File: src/rtl/ps2_key_event_filter.sv
// PS/2 scancode-to-key-event filter: resolves E0/F0 prefixes, drops housekeeping
// bytes and typematic repeats, buffers events in a small FIFO, tracks the held key.
module ps2_key_event_filter #(
  parameter int unsigned DEPTH           = 4,
  parameter int unsigned TIMEOUT_CYCLES  = 100000,
  parameter int unsigned SUPPRESS_REPEAT = 1
) (
  input  logic       clk,
  input  logic       reset,
  input  logic [7:0] scancode,
  input  logic       flag,
  output logic [9:0] out_data,
  output logic       out_valid,
  input  logic       out_ready,
  output logic [7:0] held_code,
  output logic       held_ext,
  output logic       held_valid,
  output logic       overflow
);

  localparam int unsigned AW = (DEPTH > 1) ? $clog2(DEPTH) : 1;
  localparam int unsigned CW = AW + 1;
  localparam int unsigned TW = $clog2(TIMEOUT_CYCLES + 1);

  typedef enum logic [1:0] {
    IDLE    = 2'd0,
    EXT     = 2'd1,
    BRK     = 2'd2,
    EXT_BRK = 2'd3
  } state_t;

  state_t          state_q, state_d;
  logic            flag_q;
  logic [TW-1:0]   tmo_q, tmo_d;
  logic [AW-1:0]   rd_ptr_q, rd_ptr_d, wr_ptr_q, wr_ptr_d;
  logic [CW-1:0]   count_q, count_d;
  logic [9:0]      out_data_q, out_data_d;
  logic            out_valid_q, out_valid_d;
  logic [7:0]      held_code_q, held_code_d;
  logic            held_ext_q, held_ext_d;
  logic            held_valid_q, held_valid_d;
  logic            overflow_q, overflow_d;
  logic [9:0]      mem_q [DEPTH];

  logic            strobe, timeout;
  logic            ev_make, ev_break, ev_ext;
  logic [9:0]      ev_data;
  logic            key_match, suppress, push_req, push_acc, pop, full;

  assign strobe  = flag && !flag_q;
  assign timeout = (state_q != IDLE) && (tmo_q == TW'(TIMEOUT_CYCLES - 1));
  assign pop     = out_valid_q && out_ready;
  assign full    = (count_q == CW'(DEPTH));

  // Prefix decoding; a byte arriving in the timeout cycle takes priority.
  always_comb begin
    state_d  = state_q;
    ev_make  = 1'b0;
    ev_break = 1'b0;
    ev_ext   = 1'b0;
    if (strobe) begin
      unique case (state_q)
        IDLE: begin
          if (scancode == 8'hE0) begin
            state_d = EXT;
          end else if (scancode == 8'hF0) begin
            state_d = BRK;
          end else if (!(scancode inside {8'h00, 8'hAA, 8'hEE, 8'hFA, 8'hFE, 8'hFF})) begin
            ev_make = 1'b1;
          end
        end
        EXT: begin
          if (scancode == 8'hF0) begin
            state_d = EXT_BRK;
          end else if (scancode != 8'hE0) begin
            ev_make = 1'b1;
            ev_ext  = 1'b1;
            state_d = IDLE;
          end
        end
        BRK: begin
          ev_break = 1'b1;
          state_d  = IDLE;
        end
        EXT_BRK: begin
          ev_break = 1'b1;
          ev_ext   = 1'b1;
          state_d  = IDLE;
        end
        default: state_d = IDLE;
      endcase
    end else if (timeout) begin
      state_d = IDLE;
    end
  end

  assign ev_data   = {ev_ext, ev_break, scancode};
  assign key_match = held_valid_q && ({ev_ext, scancode} == {held_ext_q, held_code_q});
  assign suppress  = ev_make && key_match && (SUPPRESS_REPEAT != 0);
  assign push_req  = (ev_make || ev_break) && !suppress;
  assign push_acc  = push_req && (!full || pop);

  // Held key, timeout counter, FIFO bookkeeping and registered head.
  always_comb begin
    held_code_d  = held_code_q;
    held_ext_d   = held_ext_q;
    held_valid_d = held_valid_q;
    tmo_d        = '0;
    rd_ptr_d     = rd_ptr_q;
    wr_ptr_d     = wr_ptr_q;
    count_d      = count_q;
    out_data_d   = out_data_q;
    overflow_d   = overflow_q;

    if (ev_make && !suppress) begin
      held_code_d  = scancode;
      held_ext_d   = ev_ext;
      held_valid_d = 1'b1;
    end else if (ev_break && key_match) begin
      held_valid_d = 1'b0;
    end

    if (state_q != IDLE && !strobe) begin
      tmo_d = tmo_q + TW'(1);
    end

    if (pop) begin
      rd_ptr_d = rd_ptr_q + AW'(1);
    end
    if (push_acc) begin
      wr_ptr_d = wr_ptr_q + AW'(1);
    end
    if (push_req && full && !pop) begin
      overflow_d = 1'b1;
    end
    count_d = count_q + CW'(push_acc) - CW'(pop);

    // The entry being written this cycle becomes head when the FIFO drains onto it.
    if (push_acc && (rd_ptr_d == wr_ptr_q) && (count_q == CW'(0) || (pop && count_q == CW'(1)))) begin
      out_data_d = ev_data;
    end else if (count_d != CW'(0)) begin
      out_data_d = mem_q[rd_ptr_d];
    end
    out_valid_d = (count_d != CW'(0));
  end

  always_ff @(posedge clk) begin
    if (reset) begin
      state_q      <= IDLE;
      flag_q       <= 1'b0;
      tmo_q        <= '0;
      rd_ptr_q     <= '0;
      wr_ptr_q     <= '0;
      count_q      <= '0;
      out_data_q   <= '0;
      out_valid_q  <= 1'b0;
      held_code_q  <= '0;
      held_ext_q   <= 1'b0;
      held_valid_q <= 1'b0;
      overflow_q   <= 1'b0;
    end else begin
      state_q      <= state_d;
      flag_q       <= flag;
      tmo_q        <= tmo_d;
      rd_ptr_q     <= rd_ptr_d;
      wr_ptr_q     <= wr_ptr_d;
      count_q      <= count_d;
      out_data_q   <= out_data_d;
      out_valid_q  <= out_valid_d;
      held_code_q  <= held_code_d;
      held_ext_q   <= held_ext_d;
      held_valid_q <= held_valid_d;
      overflow_q   <= overflow_d;
    end
  end

  // Storage array needs no reset; validity is tracked by count/pointers.
  always_ff @(posedge clk) begin
    if (push_acc) begin
      mem_q[wr_ptr_q] <= ev_data;
    end
  end

  assign out_data   = out_data_q;
  assign out_valid  = out_valid_q;
  assign held_code  = held_code_q;
  assign held_ext   = held_ext_q;
  assign held_valid = held_valid_q;
  assign overflow   = overflow_q;

endmodule

File: config.mk
export PLATFORM = sky130hd
export DESIGN_NAME = ps2_key_event_filter
export DESIGN_NICKNAME = d
export VERILOG_FILES = /design/src/rtl/ps2_key_event_filter.sv
export SDC_FILE = /design/constraint.sdc
export NUM_CORES = 1
export LEC_CHECK = 0
export BUFFER_PORTS_ARGS = -buffer_cell sky130_fd_sc_hd__buf_2
export CAP_MARGIN = 15
export CORE_MARGIN = 2
export CORE_UTILIZATION = 64
export CTS_CLUSTER_DIAMETER = 100
export DETAILED_ROUTE_END_ITERATION = 7
export HOLD_SLACK_MARGIN = 0.02
export PLACE_DENSITY = 0.85
export SLEW_MARGIN = 20
export SYNTH_ARGS = -nofsm -noshare
export SYNTH_HDL_FRONTEND = slang
export SYNTH_SLANG_ARGS = --single-unit
export TNS_END_PERCENT = 1
File: constraint.sdc
create_clock -name clk -period 11.9 [get_ports clk]
set_input_delay 0.595 -clock clk [delete_from_list [all_inputs] [get_ports clk]]
set_output_delay 0.595 -clock clk [all_outputs]
set_load 0.05 [all_outputs]
==> results.toml, run 1 <==
[status]
status = "finished clean"

[cts]
postCtsSetupBuffers = 0
htree_levels = 3
cts-hold-fix-buffers = 0
clock_latency_ns = 0.36
cts.sinks = 89
path_clk_slew_ns = 0.09
cts_tree = "done"
cts_made_buffers = 9
cts_resized = 0
root_buffer = "clkbuf_8"
cts_buffer_depth = 2

[die]
dieArea_um2 = 6910
initial_core_util_pct = 66.9
fp.dieW_um = 83.1
io_pins = 34
die_h_um = 83.1
core-area_um2 = 5990
rows = 28

[worst_setup_path]
path_max_fanout = 22
critPathCaptureType = "flop"
cp.arrival_ns = 4.96
crit_required_ns = 12.17
max_stage_delay_ns = 0.55
critPathSlowestCell = "or4_4"
path_cells = "buf_2, or4_4, o211a_4, xnor2_2, a221oi_2, inv_1, ha_1, inv_1, ha_1, fa_1, xnor3_1, or3_4, and2_4, a221o_1, a211o_1, o31ai_1"
setup.worst_path.class = "in -> reg"
critPathLaunchType = "primary input"

[global_route]
antenna_found_initial = 0
grt_pass1_wl_um = 13600
grt-ovfl-total = 0
grt_pass1_vias = 2801
grtUsageTotal_pct = 25.0
grt_max_degree = 35

[timing]
max_freq_mhz = 214
finalCritPeriodShare_pct = 39.4
min_period_ns = 4.68
slew_viol_final = 0
skew_ns = 0.0107
tns_ns = 0
timing.slew.headroom_pct = 33.4
hold_viol = 0
max_slew.worst_pin.slew_ns = 0.998
rsz0062_at_grt = "no"
setup_violations = 0

[logic_synthesis]
ys_ff_latch = 89
synthCells = 361
ys_types = 47
synth_edf_count = 40
ys_seq_area_share_pct = 54.5
synth_nets = 381
syn_area_um2 = 4010
synth_ff_type = "dfxtp_1"
yosysWarnings = 0
synthArstFlopShare_pct = 0
synth.avg_cell_area_um2 = 11.1

[drt]
ant_nets = 0
drt_first_iter_violations = 224
viasPerCell = 6.04
avgRoutedWirePerCell_um = 17.5
totalWireLength_um = 8140
drc = 0
vias = 2813
drt_pass1_iterations = 5

[layout]
final-seq-area_um2 = 2180
final.fill_count = 405
num_antenna_cells = 0
synthToLayoutAreaGrowth_pct = 10.7
nets = 406
layout_common_cells = "49 x dfxtp_1, 45 x nor2_1, 40 x edfxtp_1"
fin_util_pct = 74.0
drive_above_1_share_pct = 15.6
multi_input_area_um2 = 1700
layout_commonest_cell = "dfxtp_1"

[pwr]
powerDensity_nw_per_um2 = 235
p_leak_nw = 1.72
vdd_ir_drop_max_v = 0.000166

[job]
drv_cap = 0

[hold_path]
hold_path_class = "reg -> reg"

[placed_design]
port_buffers = 33
place.gp.congestion = 0.800
post-dp-hpwl_um = 5120
cells by family after synthesis:
kind of cell | Yosys count | share of synthesized area (%)
and+or+nand+nor | 128 | 16.7
DFF | 89 | 54.5
AOI/OAI and AO/OA | 58 | 11.2
buffers and inverters | 30 | 3.28
xor gates and xnor gates | 28 | 6.65
muxes | 20 | 5.00
adders and majority gates | 8 | 2.69
cell usage after synthesis (all sizes together) (2+ instances only):
cell | count | area share (%)
a211oi | 10 | 1.9
and3 | 4 | 0.62
a21o | 10 | 1.9
nand2 | 9 | 0.84
or3 | 4 | 0.75
clkbuf | 17 | 1.6
a22oi | 2 | 0.50
edfxtp | 40 | 30
a221o | 10 | 2.5
a21oi | 16 | 2.1
nand4b | 2 | 0.44
xor2 | 13 | 2.8
inv | 8 | 0.75
buf | 5 | 0.94
dfxtp | 49 | 24
and2 | 6 | 1.0
nor2 | 45 | 4.2
mux2i | 20 | 5.0
or4 | 2 | 0.47
nor2b | 17 | 2.7
o21ai | 3 | 0.37
and4 | 2 | 0.44
nand2b | 3 | 0.47
ha | 7 | 2.2
nor3 | 4 | 0.50
nand3 | 18 | 2.2
nand4 | 5 | 0.78
nor4 | 5 | 0.78
xnor2 | 14 | 3.2
flip-flops by register name (all words and copies together), names as in the netlist:
name and count:
wr_ptr_q 2, out_valid 1, overflow 1, held_valid 1, state_q 2, held_code 8, mem_q 40, held_ext 1
tmo_q 17, flag_q 1, out_data 10, rd_ptr_q 2, count_q 3
worst max-delay path, delay by kind of cell:
family,cells,cell delay [ns]
and+or+nand+nor,3,1.28
xor gates and xnor gates,2,0.39
adders and majority gates,3,0.88
buffers and inverters,3,0.34
AOI/OAI and AO/OA,5,1.47
routing by layer:
| layer | track usage, % | wire, um | share of wire (%) |
|---|---|---|---|
| met5 | 0 | 0 | 0 |
| met2 | 40.8 | 3980 | 49 |
| met3 | 7.16 | 553 | 6.8 |
| met4 | 8.64 | 201 | 2.5 |
| met1 | 32.0 | 3410 | 42 |
per-stage QoR:
stage	instances	worst slack, ns	hold WS (ns)	instance area (um2)	power [mW]
floorplan	361	7.33	0.442	4010	0.712
detailed placement	450	6.86	0.458	4190	0.792
global route	466	7.04	0.494	4440	1.10
global placement	450	7.09	0.455	4190	0.771
finish	466	7.22	0.471	4440	1.04
CTS	466	7.23	0.466	4440	1.04
power by group:
part           leakage, nW  switching (mW)  internal [mW]
Combinational        0.840           0.250          0.165
Sequential           0.761          0.0227          0.357
Clock                0.120           0.103          0.145
Total                 1.72           0.376          0.667
layout make-up:
| class | count | area share, % |
|---|---|---|
| Sequential cell | 89 | 49.2 |
| Multi-Input combinational cell | 242 | 38.3 |
| Timing Repair Buffer | 36 | 4.23 |
| Clock buffer | 11 | 3.19 |
| Clock inverter | 5 | 2.31 |
| Tap cell | 75 | 2.12 |
| Inverter | 8 | 0.677 |
path summary, 6_finish.rpt:
kind | startpoint | to | slack (ns) | cells past startpoint
max | scancode[1] | out_data[8]$_SDFFE_PP0P_ | 7.22 | 16
max reg2reg | flag_q$_SDFF_PP0_ | out_data[8]$_SDFFE_PP0P_ | 7.48 | 16
min | tmo_q[0]$_SDFF_PP0_ | tmo_q[0]$_SDFF_PP0_ | 0.47 | 1
min reg2reg | tmo_q[0]$_SDFF_PP0_ | tmo_q[0]$_SDFF_PP0_ | 0.47 | 1
(Power assumes the default switching activity.)
==> inputs of run 2 (changes only) <==
--- a/config.mk
+++ b/config.mk
@@ -8,11 +8,11 @@
 export BUFFER_PORTS_ARGS = -buffer_cell sky130_fd_sc_hd__buf_2
 export CAP_MARGIN = 15
 export CORE_MARGIN = 2
-export CORE_UTILIZATION = 64
+export CORE_UTILIZATION = 53
 export CTS_CLUSTER_DIAMETER = 100
 export DETAILED_ROUTE_END_ITERATION = 7
 export HOLD_SLACK_MARGIN = 0.02
-export PLACE_DENSITY = 0.85
+export PLACE_DENSITY = 0.75
 export SLEW_MARGIN = 20
 export SYNTH_ARGS = -nofsm -noshare
 export SYNTH_HDL_FRONTEND = slang
==> constraint.sdc (replaced) <==
create_clock -name clk -period 4.04 [get_ports clk]
set_input_delay 0.202 -clock clk [delete_from_list [all_inputs] [get_ports clk]]
set_output_delay 0.202 -clock clk [all_outputs]
set_load 0.05 [all_outputs]
==> run 2 against run 1 <==
  * Sequential power rose to 2.9 times the previous value
  * First-iteration DRC count fell by 51%
  * Setup slack got worse by 7.0 ns
  * Largest power group unchanged
  * Power rose to 2.8 times the previous value
  * Die area rose by 20%
  * Highest routed layer unchanged
==> results.toml, run 2 (synthesized netlist as in run 1, its figures left out) <==
[timing]
hold-worst-slack_ns = 0.0852
max_slew.worst_pin.slew_ns = 1.03
rsz0062_at_grt = "no"
skew_ns = 0.0106
tns_ns = 0
finalCritPeriodShare_pct = 94.5
setup_violations = 0
slew_viol_final = 0
hold_viol = 0
max_freq_mhz = 262
min_period_ns = 3.82
setup_slack_ns = 0.221
timing.slew.headroom_pct = 31.1

[worst_setup_path]
r2r_start = "held_code[5]$_SDFFE_PP0P_"
timing.rr.end = "out_data[4]$_SDFFE_PP0P_"
r2r_cells = 14
crit_required_ns = 4.32
path_max_fanout = 21
setup.worst_path.class = "reg -> reg"
critPathLaunchType = "flop"
r2r_setup_slack_ns = 0.22
critPathCaptureType = "flop"
cp.arrival_ns = 4.10

[hold_path]
whs_path_depth = 2
hold_path_class = "in -> reg"
hold_path_startpoint = "flag"
hold_end = "flag_q$_SDFF_PP0_"

[cts]
cts.sinks = 89
htree_levels = 3
path_clk_slew_ns = 0.09
cts_resized = 0
cts_made_buffers = 9
cts_buffer_depth = 2
cts_tree = "done"
cts-hold-fix-buffers = 0
clock_latency_ns = 0.36
root_buffer = "clkbuf_8"
postCtsSetupBuffers = 0

[layout]
final.fill_count = 631
layout_commonest_cell = "dfxtp_1"
final_cells = 500
synthToLayoutAreaGrowth_pct = 13.0
nets = 416
num_antenna_cells = 0
top_register = "mem_q"
finalInstanceArea_um2 = 4530
layout_common_cells = "49 x dfxtp_1, 45 x nor2_1, 40 x edfxtp_1"
multi_input_area_um2 = 1730
largest_register_ffs = 40
drive_above_1_share_pct = 18.2
final-seq-area_um2 = 2180

[placed_design]
dpl_cell_area_um2 = 4330
port_buffers = 33
dpl.cell_count = 484
post-place-ws_ns = 0.0169
place.gp.congestion = 0.742
post-dp-hpwl_um = 5640

[pwr]
pwr-share-seq_pct = 37.6
p_int_mw = 1.86
p_comb_share_pct = 41.9
p_leak_nw = 1.75
vdd_ir_drop_max_v = 0.000296
p_clk_share_pct = 20.5
powerDensity_nw_per_um2 = 654
power_switching_mw = 1.10
p_sw_share_pct = 37.1

[drt]
ant_nets = 0
avgRoutedWirePerCell_um = 17.0
vias = 2793
totalWireLength_um = 8480
drt_first_iter_violations = 110
drc = 0
drt_pass1_iterations = 4
viasPerCell = 5.59

[die]
die_h_um = 90.9
initial_core_util_pct = 54.9
fp.dieW_um = 90.9
rows = 31
io_pins = 34
dieArea_um2 = 8270
core-area_um2 = 7290

[job]
drv_cap = 0

[global_route]
grt-ovfl-total = 0
grt_max_degree = 35
antenna_found_initial = 0
grtUsageTotal_pct = 21.5
grt_pass1_wl_um = 13700
grt_pass1_vias = 2742

[status]
status = "finished clean"
==> run 2: worst max-delay path: stages (launching register included) <==
cell	delay, ns
dfxtp_1	0.37
xnor2_1	0.13
nand4_1	0.16
nor4_1	0.72
a221oi_4	0.11
inv_1	0.09
ha_1	0.22
inv_1	0.06
ha_2	0.17
fa_2	0.46
or3_4	0.38
buf_4	0.21
a221o_1	0.32
a21o_1	0.16
a21oi_1	0.16
==> run 2: power by group through the flow <==
stage          logic [mW]  clock network, mW  registers [mW]
3_3_place_gp         1.19                  0            1.13
4_1_cts              1.23              0.617            1.11
3_5_place_dp         1.23                  0            1.13
6_report             1.24              0.607            1.11
2_1_floorplan       0.807                  0            1.30
5_1_grt              1.36              0.651            1.12
==> run 2: metal layers <==
metal  track usage [%]  vias up  wire [um]  share of wire (%)
met3              5.39       10        438                5.2
met5                 0        -          0                  0
met4              7.32        0         89                1.1
met1              27.4     1341       3730                 44
met2              35.7       74       4220                 50
li1                  -     1368          -                  -
==> run 2: through the flow <==
stage               util (%)  power [mW]
global route            62.1        3.13
detailed placement      59.4        2.37
global placement        59.3        2.32
CTS                     62.1        2.96
finish                  62.1        2.96
floorplan                  -        2.10
==> run 2: final cells by class <==
cell class	count	share of cell area [%]
inverters	8	0.663
multi-input cells	242	38.3
clock buffers	11	3.12
well taps	99	2.74
flip-flops and latches	89	48.2
clock inverters	5	1.19
repair buffers	46	5.80
==> run 2: how the worst max path moves through the flow <==
stage | from | to | slack (ns) | cells past startpoint
detailed placement | scancode[0] | out_data[4]$_SDFFE_PP0P_ | 0.02 | 16
floorplan | scancode[1] | out_data[8]$_SDFFE_PP0P_ | 0.03 | 17
global placement | scancode[0] | out_data[8]$_SDFFE_PP0P_ | 0.11 | 16
finish | held_code[5]$_SDFFE_PP0P_ | out_data[4]$_SDFFE_PP0P_ | 0.22 | 14
global route | held_code[6]$_SDFFE_PP0P_ | out_data[2]$_SDFFE_PP0P_ | 0.003 | 14
CTS | held_code[5]$_SDFFE_PP0P_ | out_data[4]$_SDFFE_PP0P_ | 0.22 | 14
